--- config.mk ---
export PLATFORM = sky130hd
export DESIGN_NAME = read_framer
export DESIGN_NICKNAME = d
export VERILOG_FILES = /design/src/rtl/read_framer.sv
export SDC_FILE = /design/constraint.sdc
export NUM_CORES = 1
export LEC_CHECK = 0
export CAP_MARGIN = 10
export CORE_MARGIN = 5
export CORE_UTILIZATION = 40
export CTS_CLUSTER_SIZE = 25
export DETAILED_ROUTE_END_ITERATION = 10
export GPL_TIMING_DRIVEN = 0
export PLACE_DENSITY_LB_ADDON = 0.3
export REMOVE_ABC_BUFFERS = 1
export SYNTH_ARGS = -nofsm -noshare
export SYNTH_HDL_FRONTEND = slang
export SYNTH_SLANG_ARGS = --single-unit
--- constraint.sdc ---
create_clock -name clk -period 11.8 [get_ports clk]
set_input_delay 1.77 -clock clk [delete_from_list [all_inputs] [get_ports clk]]
set_output_delay 1.77 -clock clk [all_outputs]
set_load 0.02 [all_outputs]
--- src/rtl/read_framer.sv ---
// Read framer: packs a serial 2-bit symbol stream into words, routes N-1 reads
// to the restore stage and merges restored and intact reads back in order.
module read_framer #(
  parameter int N           = 18,
  parameter int RESTORE_LAT = 5
) (
  input  logic             clk,
  input  logic             rst,
  input  logic             sym_valid,
  input  logic [1:0]       sym,
  input  logic             sym_last,
  input  logic             sym_rev,
  output logic [2*N-3:0]   restore_word,
  output logic             restore_rev,
  input  logic [2*N-1:0]   restore_word_in,
  output logic [2*N-1:0]   word_out,
  output logic             word_valid,
  output logic [1:0]       word_status,
  output logic             len_err
);

  localparam int LW = $clog2(N + 2);
  localparam int PD = RESTORE_LAT + 1;
  localparam logic [LW-1:0] LEN_SHORT = LW'(N - 1);
  localparam logic [LW-1:0] LEN_FULL  = LW'(N);
  localparam logic [LW-1:0] LEN_SAT   = LW'(N + 1);

  typedef enum logic {S_IDLE, S_COLLECT} state_t;
  typedef enum logic [1:0] {ST_CLEAN = 2'b00, ST_RESTORED = 2'b01} status_t;

  state_t         state_q, state_d;
  logic [LW-1:0]  len_q, len_d, len_inc;
  logic [2*N-1:0] buf_q, buf_d, buf_ins;
  logic           rev_q, rev_d, flag_cur;
  logic           done, is_short, is_full;

  logic [2*N-3:0] restore_word_q;
  logic           restore_rev_q;
  logic           len_err_q;
  logic [2*N-1:0] word_out_q;
  logic           word_valid_q;
  status_t        word_status_q;

  logic           pipe_vld_q  [PD];
  status_t        pipe_sts_q  [PD];
  logic [2*N-1:0] pipe_word_q [PD];

  // NOTE: every variable gets a default first so no path leaves it unassigned and infers a latch.
  always_comb begin
    state_d  = state_q;
    len_d    = len_q;
    buf_d    = buf_q;
    rev_d    = rev_q;
    done     = 1'b0;
    len_inc  = (len_q == LEN_SAT) ? len_q : len_q + 1'b1;
    buf_ins  = (len_q < LEN_FULL) ? (buf_q | ({sym, {(2*N-2){1'b0}}} >> {len_q, 1'b0})) : buf_q;
    flag_cur = (state_q == S_IDLE) ? sym_rev : rev_q;
    if (sym_valid) begin
      len_d = len_inc;
      buf_d = buf_ins;
      rev_d = flag_cur;
      if (sym_last) begin
        done    = 1'b1;
        state_d = S_IDLE;
        len_d   = '0;
        buf_d   = '0;
      end else begin
        state_d = S_COLLECT;
      end
    end
    is_short = done && (len_inc == LEN_SHORT);
    is_full  = done && (len_inc == LEN_FULL);
  end

  // NOTE: sequential state uses non-blocking assignments so all registers update from pre-edge values.
  always_ff @(posedge clk or posedge rst) begin
    if (rst) begin
      state_q        <= S_IDLE;
      len_q          <= '0;
      buf_q          <= '0;
      rev_q          <= 1'b0;
      restore_word_q <= '0;
      restore_rev_q  <= 1'b0;
      len_err_q      <= 1'b0;
    end else begin
      state_q   <= state_d;
      len_q     <= len_d;
      buf_q     <= buf_d;
      rev_q     <= rev_d;
      len_err_q <= done && !is_short && !is_full;
      if (is_short) begin
        restore_word_q <= buf_ins[2*N-1:2];
        restore_rev_q  <= flag_cur;
      end
    end
  end

  // Control bits of the alignment pipe are reset so no stale entry survives a reset.
  always_ff @(posedge clk or posedge rst) begin
    if (rst) begin
      for (int i = 0; i < PD; i++) begin
        pipe_vld_q[i] <= 1'b0;
        pipe_sts_q[i] <= ST_CLEAN;
      end
    end else begin
      pipe_vld_q[0] <= is_short || is_full;
      pipe_sts_q[0] <= is_short ? ST_RESTORED : ST_CLEAN;
      for (int i = 1; i < PD; i++) begin
        pipe_vld_q[i] <= pipe_vld_q[i-1];
        pipe_sts_q[i] <= pipe_sts_q[i-1];
      end
    end
  end

  // NOTE: pipe data words are qualified by their valid bit, so they carry no reset.
  always_ff @(posedge clk) begin
    pipe_word_q[0] <= is_full ? buf_ins : '0;
    for (int i = 1; i < PD; i++) pipe_word_q[i] <= pipe_word_q[i-1];
  end

  always_ff @(posedge clk or posedge rst) begin
    if (rst) begin
      word_out_q    <= '0;
      word_valid_q  <= 1'b0;
      word_status_q <= ST_CLEAN;
    end else begin
      word_valid_q <= pipe_vld_q[PD-1];
      if (pipe_vld_q[PD-1]) begin
        word_status_q <= pipe_sts_q[PD-1];
        word_out_q    <= (pipe_sts_q[PD-1] == ST_RESTORED) ? restore_word_in : pipe_word_q[PD-1];
      end
    end
  end

  assign restore_word = restore_word_q;
  assign restore_rev  = restore_rev_q;
  assign len_err      = len_err_q;
  assign word_out     = word_out_q;
  assign word_valid   = word_valid_q;
  assign word_status  = word_status_q;

endmodule

---- Word level (Yosys, flattened, before mapping) ----
Memory sizes are Yosys's and may differ from the RTL's.
Index checks and enable logic that the tools add are counted.
word-level totals
  register bits ........................... 129
  latch bits .............................. 0
  memory bits (writable) .................. 216
  memory bits (read-only) ................. 0
  input port bits ......................... 43
  output and inout bits ................... 75
  word-level logic and storage cells ...... 49
  memories kept ........................... 1
cells by class
  add/subtract/negate cells ............... 1
  $mul .................................... 0
  divide/modulo/power cells ............... 0
  $lt $le $gt $ge ......................... 1
  equal/unequal tests ..................... 4
  shift operators ......................... 1
  mux-type cells .......................... 11
  bitwise operators ....................... 1
  reductions and logical operators ........ 7
memory list
  name         words  width  rd ports  clocked after memory_dff  wr ports  line  source
  pipe_word_q  6      36     6         0                         6         46    logic [2*N-1:0] pipe_word_q [PD];
operator list
  cell                                                            count
  36-bit two-way mux                                              4
  36-bit OR                                                       1
  36-bit by 6-bit >> shifter with 36-bit output                   1
  5-bit equality test (second input constant)                     3
  5-bit two-way mux                                               2
  5-bit by 1-bit adder with 5-bit output (second input constant)  1
  5-bit < comparator (second input constant)                      1
  1-bit two-way mux                                               5
  1-bit logical AND                                               4
  1-bit logical NOT                                               2
  1-bit equality test (second input constant)                     1
  1-bit logical OR                                                1

---- Longest topological paths before layout ----
Gate-level depths: netlist (run 1).
  word-level depth ........................ 7
  depth in mapped cells ................... 8
  mapped depth without buffers ............ 5

---- Least setup slack after synthesis (run 1) ----
No wires, ideal clock.
  path type ............................... input -> register
  start ................................... input sym_valid
  end ..................................... register restore_word_q[10] (netlist: restore_word[10])
  library setup time ...................... 0.125 ns
  arrival time ............................ 2.922 ns
  required time ........................... 11.675 ns
  slack ................................... 8.753 ns
  cell stages on the path ................. 6
  path buffers ............................ 3
  cell sequence ........................... clkbuf_1 > and2_1 > nand4bb_1 > buf_4 > buf_6 > mux2_4
on the way
  cells in the longest elaborated chain, start to end .. 2
ends and longest elaborated chain
  item                  line  source
  start, declared       9     input logic sym_valid,
  1-bit two-way mux     58    if (sym_valid) begin
  1-bit logical AND     71    is_short = done && (len_inc == LEN_SHORT);
  end signal, assigned  92    restore_word_q <= buf_ins[2*N-1:2];
  end, declared         37    logic [2*N-3:0] restore_word_q;
Every way passes these cells.
A chain may end at the register's enable or synchronous reset.

---- Final worst setup path (run 1) ----
Ends and elaborated chain as after synthesis.

==> flow_summary.ini, run 1 <==
[detailed_routing]
route.detailed.wl_per_inst_microns = 15.0
first_iter_violations = 353
viasPerCell = 4.57
drc = 0
routed_wl_microns = 18700
dr.pass1.iters = 4
ant_nets = 0
route.vias.total = 5669

[worst_setup_path]
crit_path_end_kind = flip-flop
crit_path_max_incr_delay_ns = 0.78
cp-start-kind = input pin
path_cells = clkdlybuf4s50_1, and2_2, nand4bb_4, buf_12, mux2_4
critPathRequiredTime_ns = 12.17
cpMaxStageDelayCell = and2_2
critPathArrivalTime_ns = 4.45
cp_max_fo = 40
worstSetupPathType = input pin to flip-flop

[floorplan]
die_y_microns = 171
rows = 58
coreArea_sq_um = 25300
die-area_sq_um = 29100
fp.dieW_microns = 171
io_pins = 118
initial_core_util_pct = 40.8

[clock_network]
cts_resized = 0
clk_latency_ns = 0.49
cts_root_buf = clkbuf_16
htreeDepth = 2
post_cts_buffers = 0
path_clk_slew_ns = 0.06
clockBufferDepth = 3
holdBufCountCts = 0
clock-sinks = 345
numCtsBuffers = 34
cts_tree = yes

[final_layout]
fillers = 2149
area_growth_pct = 25.8
antenna_cells = 0
nNetsFinal = 929
drive_above_1_share_pct = 11.4
fin_cells = 1241

[global_route]
grt_pass1_wl_microns = 30300
grt_max_degree = 93
grt-ovfl-total = 0
grt_pass1_vias = 5714
antenna_found_initial = 0
grtUsageTotal_pct = 12.9

[sta]
rsz0062_at_grt = false
setup_slack_ns = 7.72
timing.setup.tns_ns = 0
skew_ns = 0.00931
slew_headroom_pct = 31.3
finalMaxSlewViolations = 0
fmax_mhz = 245
post-route-min-period_ns = 4.08
hold_violations = 0
finalCritPeriodShare_pct = 34.6
setup_viol_count_final = 0
worst-slew-pin-transition_ns = 1.03

[placed_design]
io_buffers = 116
dp_hpwl_microns = 11900
place_ws_ns = 7.18
dp.cells = 1179
place_congestion = 0.808

[pwr]
p_seq_share_pct = 48.0
p_clk_share_pct = 39.0
power.density_nw_per_um2 = 206
peakVddDrop_v = 0.000143
internal_power_mw = 2.05
power_mw = 2.68
p_leak_nw = 5.72
switching_share_pct = 23.6
comb_power_share_pct = 13.0
p_sw_uw = 632

[logic_synthesis]
synth-compound-area-share_pct = 7.43
syn_inst = 768
ys_seq_area_share_pct = 73.2
yosysUniqueCellTypes = 42
synth.area.mux_share_pct = 8.80
netlist.area_leader.share_pct = 41.9
synth.avg_cell_area_sq_um = 13.4
synth-simple-area-share_pct = 8.38
yosys_register_bits = 345
synthTopCellsByArea = dfxtp_1 42%, dfrtp_1 31%, mux2_4 4.2%, mux2i_1 3.5%, a21oi_1 3.4%
synthAdderAreaFrac_pct = 0.121
yosysTopAreaCell = dfxtp_1
yosysWarnings = 0
synth_xor_area_share_pct = 0.170
syn-cell-area_sq_um = 10300
synth_top_family_by_area = multiplexers

[job]
maxCapViolCount = 0

[worst_hold_path]
hold_path_class = flip-flop to flip-flop

[outcome]
outcome = finished, final reports clean
registers in the layout, indices dropped and copies added, names as in the netlist:
signal and count:
pipe_sts_q 6, word_out 36, pipe_vld_q 6, restore_rev 1, len_q 5, restore_word 34
len_err 1, rev_q 1, word_valid 1, state_q 1, word_status 1, pipe_word_q 216
buf_q 36
power by group through the flow:
stage / Clock [mW] / Combinational, mW / Sequential (mW)
finish: 1.04 / 0.349 / 1.29
global route: 1.13 / 0.375 / 1.30
CTS: 1.08 / 0.354 / 1.29
detailed placement: 0 / 0.354 / 1.31
global placement: 0 / 0.341 / 1.31
floorplan: 0 / 0.0908 / 1.39
placed cells by master, fill, tap and decap left out, drive strengths merged, types with 9 or more instances in the layout:
cell,instances
clkdlybuf4s50,116
nor2,86
clkbuf,58
a21oi,71
nand2,10
a21o,32
nor3,9
dfxtp,216
dfrtp,129
mux2i,36
o21ai,9
nand2b,9
mux2,39
nor2b,39
per-stage QoR:
stage                     util, %  hold WS, ns  instance area [sq um]
after floorplan                 -        0.310                  10100
after global placement       46.3        0.311                  11700
after detailed placement     46.8        0.312                  11900
after CTS                    51.3        0.320                  13000
after global routing         51.3        0.327                  13000
final                        51.3        0.321                  13000
cells by family after synthesis:
family | after synthesis
compound gates | 128
flops | 345
other cells | 1
simple gates | 172
buf+inv | 44
xor+xnor | 2
fa+ha+maj | 1
mux | 75
critical path, delay by kind of cell:
family                 cells  cell delay, ns
AND/OR/NAND/NOR            2            1.27
multiplexers               1            0.31
buffers and inverters      2            1.07
metal layers:
layer / GRT usage (%) / up-vias / routed length (microns) / part of all wire, %
li1: - / 2802 / - / -
met1: 17.7 / 2706 / 8460 / 45
met2: 20.5 / 127 / 8740 / 47
met3: 2.61 / 34 / 1010 / 5.4
met4: 5.00 / 0 / 444 / 2.4
met5: 0 / - / 0 / 0
synth_stat cells:
| master | n |
|---|---|
| dfxtp_1 | 216 |
| dfrtp_1 | 129 |
| nor2_1 | 86 |
| a21oi_1 | 71 |
| nor2b_1 | 39 |
| mux2i_1 | 36 |
| a21o_1 | 32 |
| mux2_4 | 29 |
| clkbuf_1 | 24 |
| buf_1 | 10 |
| mux2_2 | 10 |
| nand2_1 | 10 |
| nand2b_1 | 9 |
| nor3_1 | 9 |
| o21ai_0 | 9 |
| a31oi_1 | 7 |
| inv_1 | 4 |
| and3_1 | 3 |
| buf_6 | 3 |
| nand3b_1 | 3 |
| a31o_2 | 2 |
| and2_1 | 2 |
| and3b_1 | 2 |
| buf_4 | 2 |
| nand3_1 | 2 |
| nor3b_1 | 2 |
| o31ai_1 | 2 |
| a22o_1 | 1 |
| a41oi_1 | 1 |
| buf_2 | 1 |
| conb_1 | 1 |
| ha_1 | 1 |
| nand4b_1 | 1 |
| nand4bb_1 | 1 |
| nand4bb_4 | 1 |
| nor4_1 | 1 |
| o2111ai_2 | 1 |
| o2bb2ai_1 | 1 |
| o31a_1 | 1 |
| or3b_2 | 1 |
| xnor2_1 | 1 |
| xor2_1 | 1 |
path summary, 6_finish.rpt:
kind | slack, ns | start | cells past startpoint | end
setup / recovery | 7.72 | sym_valid | 5 | restore_word[10]
hold / removal | 0.32 | pipe_word_q[0][0] | 0 | pipe_word_q[1][0]
setup reg to reg | 8.70 | len_q[0] | 6 | restore_word[10]
hold reg to reg | 0.32 | pipe_word_q[0][0] | 0 | pipe_word_q[1][0]
max in group asynchronous | 9.35 | rst | 3 | buf_q[0]
min in group asynchronous | 1.66 | rst | 2 | word_status[0]
final cells by class:
class	instances	area, sq um	area share (%)
clock buffer	58	1110	8.52
clock inverter	4	21.3	0.164
inverter	4	20.0	0.154
multi-input combinational	379	2600	20.0
sequential	345	7550	58.2
tap	330	413	3.18
timing repair buffer	121	1270	9.77
No activity file was read; power rests on OpenSTA's default activity.
==> inputs of run 2 (changes only) <==
Clock period 11.8 ns to 3.93 ns, I/O delays scaled along.
==> results of run 2 <==
Same layout as run 1 (identical final DEF). Status: finished, final reports clean.
Among the figures that moved: setup slack after placement 7.18 ns -> 0.494 ns; setup slack after layout 7.72 ns -> 0.833 ns; start point of the critical path sym_valid -> len_q[0]; register-to-register setup slack 8.70 ns -> 0.83 ns; total power 2.68 mW -> 8.04 mW; worst IR drop on VDD 0.000143 V -> 0.000429 V
==> inputs of run 3 (changes only) <==
Clock period 3.93 ns to 2.95 ns, I/O delays scaled along.
==> flow_summary.ini, run 3 (synthesis results as in run 1) <==
[sta]
setup_viol_count_final = 0
post-route-min-period_ns = 2.80
finalCritPeriodShare_pct = 94.9
worst-slew-pin-transition_ns = 1.03
slew_headroom_pct = 31.4
skew_ns = 0.00931
fmax_mhz = 357
finalMaxSlewViolations = 0
rsz0062_at_grt = false
hold_violations = 0

[floorplan]
die_y_microns = 171
initial_core_util_pct = 40.8
coreArea_sq_um = 25300
io_pins = 118
die-area_sq_um = 29100
rows = 58
fp.dieW_microns = 171

[final_layout]
drive_above_1_share_pct = 11.9
area_growth_pct = 25.9
layout_commonest_cell = dfxtp_1
design_area_sq_um = 13000
multiInputGateArea_sq_um = 2610
fillers = 2147
seqCellArea_sq_um = 7560
largest_register_ffs = 216
antenna_cells = 0
largest_register = pipe_word_q
nNetsFinal = 929
layout_common_cells = 216 x dfxtp_1, 124 x dfrtp_1, 116 x clkdlybuf4s50_1

[detailed_routing]
viasPerCell = 4.57
first_iter_violations = 353
ant_nets = 0
dr.pass1.iters = 4
route.vias.total = 5666
wl_met1_microns = 8420
drc = 0
route.met2.wl_microns = 8760
wl_met3_microns = 1010
route.detailed.wl_per_inst_microns = 15.0
top_layer_used = met4
routed_wl_microns = 18600

[pwr]
p_seq_share_pct = 48.0
p_clk_share_pct = 38.9
internal_power_mw = 8.19
power_mw = 10.7
power.density_nw_per_um2 = 825
comb_power_share_pct = 13.0
peakVddDrop_v = 0.000572
switching_share_pct = 23.6
p_leak_nw = 5.71
p_sw_mw = 2.53

[worst_setup_path]
critPathRequiredTime_ns = 3.32
rrSetupSlack_ns = 0.15
worstSetupPathType = flip-flop to flip-flop
r2r-end = restore_word[10]
crit_path_end_kind = flip-flop
startpoint = len_q[3]
reg2reg_depth = 5
r2r-start = len_q[3]
critPathArrivalTime_ns = 3.17
cp-start-kind = flip-flop
cp_max_fo = 25

[global_route]
grt_pass1_vias = 5714
antenna_found_initial = 0
grt_pass1_wl_microns = 30300
grtUsageTotal_pct = 12.9
grt-ovfl-total = 0
grt_max_degree = 93

[clock_network]
clock-sinks = 345
numCtsBuffers = 34
cts_tree = yes
path_clk_slew_ns = 0.06
clockBufferDepth = 3
clk_latency_ns = 0.49
htreeDepth = 2
cts_root_buf = clkbuf_16
post_cts_buffers = 0

[worst_hold_path]
hold_path_end = pipe_word_q[1][0]
holdPathStages = 0
hold_start = pipe_word_q[0][0]
hold_path_class = flip-flop to flip-flop

[outcome]
outcome = finished, final reports clean

[placed_design]
dp_hpwl_microns = 11900
io_buffers = 116
placed_area_sq_um = 11900
place_congestion = 0.808

[job]
maxCapViolCount = 0
run 3: cell counts in the layout (fill, tap and decap cells not counted):
Identical to the previous run, type by type.
run 3: worst max path at each step:
stage	end	slack, ns	depth (start not counted)
5_1_grt	restore_word[5]	0.006	5
6_report	restore_word[10]	0.15	5
3_5_place_dp	restore_word[3]	-0.34	5
3_3_place_gp	restore_word[31]	-3.28	4
2_1_floorplan	restore_rev	-1.05	5
4_1_cts	restore_word[5]	0.008	6
run 3: final cells by class:
cell class,instances,area share [%]
Clock buffer,58,8.51
Clock inverter,4,0.164
Inverter,4,0.154
Multi-Input combinational cell,379,20.1
Sequential cell,345,58.2
Tap cell,330,3.18
Timing Repair Buffer,121,9.77
run 3: timing repair:
item,CTS,global route
hold buffers,0,0
hold endpoints to repair,0,0
gates resized for setup,2,2
setup endpoints to repair,23,23
run 3: critical path, stage by stage, from the launching register on:
cell and delay, ns:
dfrtp_1 0.83, nand4bb_4 0.34, mux2_4 0.33, nand4bb_4 0.49
buf_12 0.35, mux2_4 0.31
run 3: power by group through the flow:
stage,sequential (mW),combinational [mW],clock (mW)
after floorplan,5.56,0.363,0
after global routing,5.19,1.50,4.52
after detailed placement,5.24,1.41,0
after CTS,5.15,1.42,4.32
final,5.15,1.39,4.17
after global placement,5.24,1.37,0
run 3: through the flow:
step           TNS [ns]  instances  hold slack, ns  setup WS, ns  utilization (%)
2_1_floorplan   -157.93        728           0.310         -1.05                -
3_3_place_gp    -572.82       1174           0.311         -3.28             46.3
3_5_place_dp      -8.75       1179           0.312        -0.339             46.8
4_1_cts               0       1241           0.320       0.00766             51.3
5_1_grt               0       1241           0.327       0.00574             51.3
6_report              0       1241           0.321         0.151             51.3
run 3: layer usage:
| metal | track usage (%) | vias up |
|---|---|---|
| li1 | - | 2800 |
| met1 | 17.7 | 2703 |
| met2 | 20.5 | 129 |
| met3 | 2.61 | 34 |
| met4 | 5.00 | 0 |
| met5 | 0 | - |
